### src/rtl/uart_block_rx.sv
// 8N1 UART receiver that packs 16 consecutive good bytes into one 128-bit AES block.
// First byte on the wire lands in o_block[0:7]; partial blocks time out when the line goes quiet.
module uart_block_rx #(
    parameter int CLKS_PER_BIT = 868,
    parameter int TIMEOUT_CLKS = 1_000_000
) (
    input  logic         sys_clk_i,
    input  logic         sys_rstn_i,
    input  logic         uart_rx,
    output logic [7:0]   o_byte,
    output logic         o_byte_valid,
    output logic         o_frame_err,
    output logic [4:0]   o_byte_count,
    output logic [0:127] o_block,
    output logic         o_block_valid,
    output logic         o_busy
);

    localparam int HALF = CLKS_PER_BIT / 2;
    localparam int CW   = $clog2(CLKS_PER_BIT);
    localparam int TW   = $clog2(TIMEOUT_CLKS + 1);

    localparam logic [CW-1:0] HALF_LAST = CW'(HALF - 1);
    localparam logic [CW-1:0] BIT_LAST  = CW'(CLKS_PER_BIT - 1);
    localparam logic [TW-1:0] TOUT_LAST = TW'(TIMEOUT_CLKS - 1);

    typedef enum logic [1:0] {IDLE, START, DATA, STOP} state_t;

    state_t        state;
    logic          rx_meta;
    logic          rx_s;
    logic [CW-1:0] bit_cnt;
    logic [2:0]    bit_idx;
    logic [7:0]    shift_reg;
    logic [TW-1:0] tout_cnt;
    logic [7:0]    shadow [0:14];

    // The line idles high, so the synchroniser resets to 1 to avoid a false start bit.
    always_ff @(posedge sys_clk_i) begin
        if (!sys_rstn_i) begin
            rx_meta <= 1'b1;
            rx_s    <= 1'b1;
        end else begin
            rx_meta <= uart_rx;
            rx_s    <= rx_meta;
        end
    end

    assign o_busy = (state != IDLE);

    always_ff @(posedge sys_clk_i) begin
        if (!sys_rstn_i) begin
            state         <= IDLE;
            bit_cnt       <= '0;
            bit_idx       <= '0;
            shift_reg     <= '0;
            tout_cnt      <= '0;
            o_byte        <= '0;
            o_byte_valid  <= 1'b0;
            o_frame_err   <= 1'b0;
            o_byte_count  <= '0;
            o_block       <= '0;
            o_block_valid <= 1'b0;
            for (int k = 0; k < 15; k++) shadow[k] <= '0;
        end else begin
            o_byte_valid  <= 1'b0;
            o_frame_err   <= 1'b0;
            o_block_valid <= 1'b0;

            // Timeout runs only between frames; the STOP branch below overrides it.
            if (o_byte_count == 5'd0) begin
                tout_cnt <= '0;
            end else if (state == IDLE) begin
                if (tout_cnt == TOUT_LAST) begin
                    tout_cnt     <= '0;
                    o_byte_count <= '0;
                end else begin
                    tout_cnt <= tout_cnt + 1'b1;
                end
            end

            case (state)
                IDLE: begin
                    bit_cnt <= '0;
                    bit_idx <= '0;
                    if (!rx_s) state <= START;
                end
                START: begin
                    if (bit_cnt == HALF_LAST) begin
                        bit_cnt <= '0;
                        state   <= rx_s ? IDLE : DATA;
                    end else begin
                        bit_cnt <= bit_cnt + 1'b1;
                    end
                end
                DATA: begin
                    if (bit_cnt == BIT_LAST) begin
                        bit_cnt   <= '0;
                        shift_reg <= {rx_s, shift_reg[7:1]};
                        bit_idx   <= bit_idx + 3'd1;
                        if (bit_idx == 3'd7) state <= STOP;
                    end else begin
                        bit_cnt <= bit_cnt + 1'b1;
                    end
                end
                STOP: begin
                    if (bit_cnt == BIT_LAST) begin
                        // Back to IDLE mid stop bit so an immediate next start edge is caught.
                        bit_cnt  <= '0;
                        state    <= IDLE;
                        tout_cnt <= '0;
                        if (rx_s) begin
                            o_byte       <= shift_reg;
                            o_byte_valid <= 1'b1;
                            if (o_byte_count == 5'd15) begin
                                for (int k = 0; k < 15; k++) o_block[8*k +: 8] <= shadow[k];
                                o_block[120 +: 8] <= shift_reg;
                                o_block_valid     <= 1'b1;
                                o_byte_count      <= '0;
                            end else begin
                                shadow[o_byte_count[3:0]] <= shift_reg;
                                o_byte_count              <= o_byte_count + 5'd1;
                            end
                        end else begin
                            o_frame_err  <= 1'b1;
                            o_byte_count <= '0;
                        end
                    end else begin
                        bit_cnt <= bit_cnt + 1'b1;
                    end
                end
                default: state <= IDLE;
            endcase
        end
    end

endmodule
### config.mk
export PLATFORM = sky130hd
export DESIGN_NAME = uart_block_rx
export DESIGN_NICKNAME = d
export VERILOG_FILES = /design/src/rtl/uart_block_rx.sv
export SDC_FILE = /design/constraint.sdc
export NUM_CORES = 1
export LEC_CHECK = 0
export BUFFER_PORTS_ARGS = -buffer_cell sky130_fd_sc_hd__buf_2
export CAP_MARGIN = 20
export CORE_AREA = 2 2 158 160
export DETAILED_ROUTE_END_ITERATION = 12
export DIE_AREA = 0 0 160 162
export PLACE_DENSITY = 0.84
export SYNTH_ARGS = -nofsm -noshare
export SYNTH_HDL_FRONTEND = slang
export SYNTH_SLANG_ARGS = --single-unit
### constraint.sdc
create_clock -name sys_clk_i -period 2.7 [get_ports sys_clk_i]
set_input_delay 0.27 -clock sys_clk_i [delete_from_list [all_inputs] [get_ports sys_clk_i]]
set_output_delay 0.27 -clock sys_clk_i [all_outputs]
set_load 0.005 [all_outputs]
==> results.txt <==
Netlist Area Pre-Place: 0.0124 mm²
Core area: 0.0241 mm²
Reg with most FFs: o_block
Die X: 160 µm
Initial Utilization: 51.5%
Post CTS Setup Buffer Count: 0
Via count: 9907
Final setup vio count: 0
Largest regs: o_block (128), shadow (120), tout_cnt (20)
RSZ-0062 raised after global routing: no
Largest cells by area after synthesis: dfxtp_1, edfxtp_1, nand4_1
Synthesis Warnings: 0
Antenna cell count: 0
Post_cts resized: 0
Root Buffer: clkbuf_16
Total GRT Usage: 22.8%
Vias per cell: 5.86
Maximum clock path buffer count: 3
Post-synthesis sequential area ratio: 59.5%
Final worst-path cycle share: 87.3%
Routed wire per std cell: 18.0 µm
Initial antenna violation count: 0
Drt first pass iters: 6
Worst-path fanout max: 20
VDD IR max: 0.366 mV
Die Y: 162 µm
IO Count: 148
Status: complete, no violations
Min-delay worst type: in2reg
Post-layout util: 59.6%
Vias in the first global route: 9226
Critical Path Start Type: register
Mapped Nets: 1253
FP Rows: 57
Worst Tran Pin Value: 0.815 ns
EDFF count, synth: 120
CTS clk-pin slew, worst paths: 0.06 ns
Grt ovf: 0
Dpl cell area: 0.0134 mm²
Layout cell share with drive strength beyond 1: 18.6%
Nets: 1354
CP arrival: 2.75 ns
Final GP Congestion: 0.898
Largest net degree at the start of global routing: 131
Final WL: 30300 µm
Setup CP Type: reg2reg
Clock tree from TritonCTS: built
GR Util met1: 30.4%
Delay of the slowest cell on the worst path: 0.68 ns
IO Port Bufs: 147
Min cycle time layout: 2.36 ns
First-pass GRT wire length: 48400 µm
Gate Count Post-Synth: 1241
Slew Limit Fails: 0
Syn-to-layout area delta: 15.8%
Static leakage: 4.95 nW
Pwr dens: 640 mW/mm²
Worst slew margin: 45.7%
Fmax: 0.424 GHz
Predominant post-synthesis flop cell: dfxtp_1
Final instance area: 0.0144 mm²
Die ar.: 0.0259 mm²
CP max-delay cell: or4b_2
GR peak layer: met2
Routed Antenna Nets: 0
Seq cells post-synth: 309
Maximum level of the CTS H-tree: 1
TritonCTS Sinks: 309
Grt met2 use: 37.5%
Hold Slack: 0.175 ns
Initial drt markers: 1108
Cell breakdown of the critical path: or4b_2 > or4_1 > o21ai_2 > buf_4 > a211oi_1
Endpoint type of the worst setup path: register
Final hold vios: 0
Synth area leader: dfxtp_1
WP data required: 3.09 ns
CTS buffer count: 30
Average cell area after synthesis: 10.0 µm²
Yosys cell types: 56
Synth top area share: 30.5%
Total power: 9.19 mW
Setup TNS: 0 ns
Max-Cap Viols: 0
GR Util met3: 4.42%
Hpwl dp: 19800 µm
Post-synth ARST share: 0%
Max reg flops: 128
Drt drc: 0
Worst-Skew Late Latency: 0.54 ns
Final Skew: 0.00779 ns
CTS hold repair buffers: 1
==> Yosys cell counts, types with 9 or more instances <==
cell type / number
xor2_1: 12
inv_1: 13
and2_1: 26
nand4_1: 139
ha_1: 9
clkbuf_1: 80
buf_2: 14
a21oi_1: 140
buf_6: 14
o21ai_1: 103
buf_1: 14
o21ai_0: 51
nor2_1: 124
dfxtp_1: 189
nand3_1: 18
mux2i_1: 9
nor3_1: 18
edfxtp_1: 120
nand2_1: 63
==> placed cells by master, fill, tap and decap left out, types with 12 or more instances in the layout <==
cell type,count
buf_4,42
o21ai_1,103
o21ai_0,51
a21oi_1,140
clkbuf_16,32
nor3_1,17
and2_1,26
nand3_1,18
buf_2,147
xor2_1,12
nand2_1,63
edfxtp_1,120
nand4_1,139
nor2_1,124
inv_1,13
dfxtp_1,188
==> cell families after synthesis <==
group	synth area share, %
and+or+nand+nor	18.7
AOI/OAI and AO/OA	13.5
DFF	59.5
buffers and inverters	5.26
xor gates and xnor gates	1.41
muxes	0.726
adders and majority gates	0.907
==> worst max-delay path, delay by kind of cell, from the launching register on <==
kind | cells | cell delay (ns)
flops | 1 | 0.34
simple gates | 2 | 1.31
compound gates | 2 | 0.28
buf+inv | 1 | 0.27
==> through the flow <==
| step | cells | setup WS (ns) |
|---|---|---|
| finish | 1690 | 0.342 |
| global route | 1690 | 0.152 |
| CTS | 1690 | 0.350 |
| detailed placement | 1633 | 0.370 |
| global placement | 1633 | 0.409 |
| floorplan | 1241 | 0.0879 |
==> final cells by class <==
class	instances	area (µm²)
Timing Repair Buffer	194	1140
Fill cell	1953	9730
Multi-Input combinational cell	793	4400
Sequential cell	309	7390
Clock buffer	45	901
Clock inverter	11	81.3
Tap cell	324	405
Inverter	14	55.1
==> where the power goes <==
part           total [mW]  leakage (nW)  internal, mW  switching (mW)
combinational       0.150          1.80        0.0331           0.117
clock                4.09         0.483          2.39            1.69
sequential           4.96          2.67          4.92          0.0351
total                9.19          4.95          7.35            1.85
==> path summary, 6_finish.rpt <==
path / start / end / slack, ns / depth (start not counted)
worst max-delay path: tout_cnt[8] / tout_cnt[15] / 0.34 / 5
worst min-delay path: sys_rstn_i / rx_s / 0.17 / 3
worst max register to register: tout_cnt[8] / tout_cnt[15] / 0.34 / 5
worst min register to register: rx_meta / rx_s / 0.42 / 1
==> layer usage <==
layer	up-vias	part of all wire, %
li1	4728	-
met2	408	48
met1	4699	41
met4	0	2.6
met5	-	0
met3	72	8.1
Power figures use the tool's default switching activity.
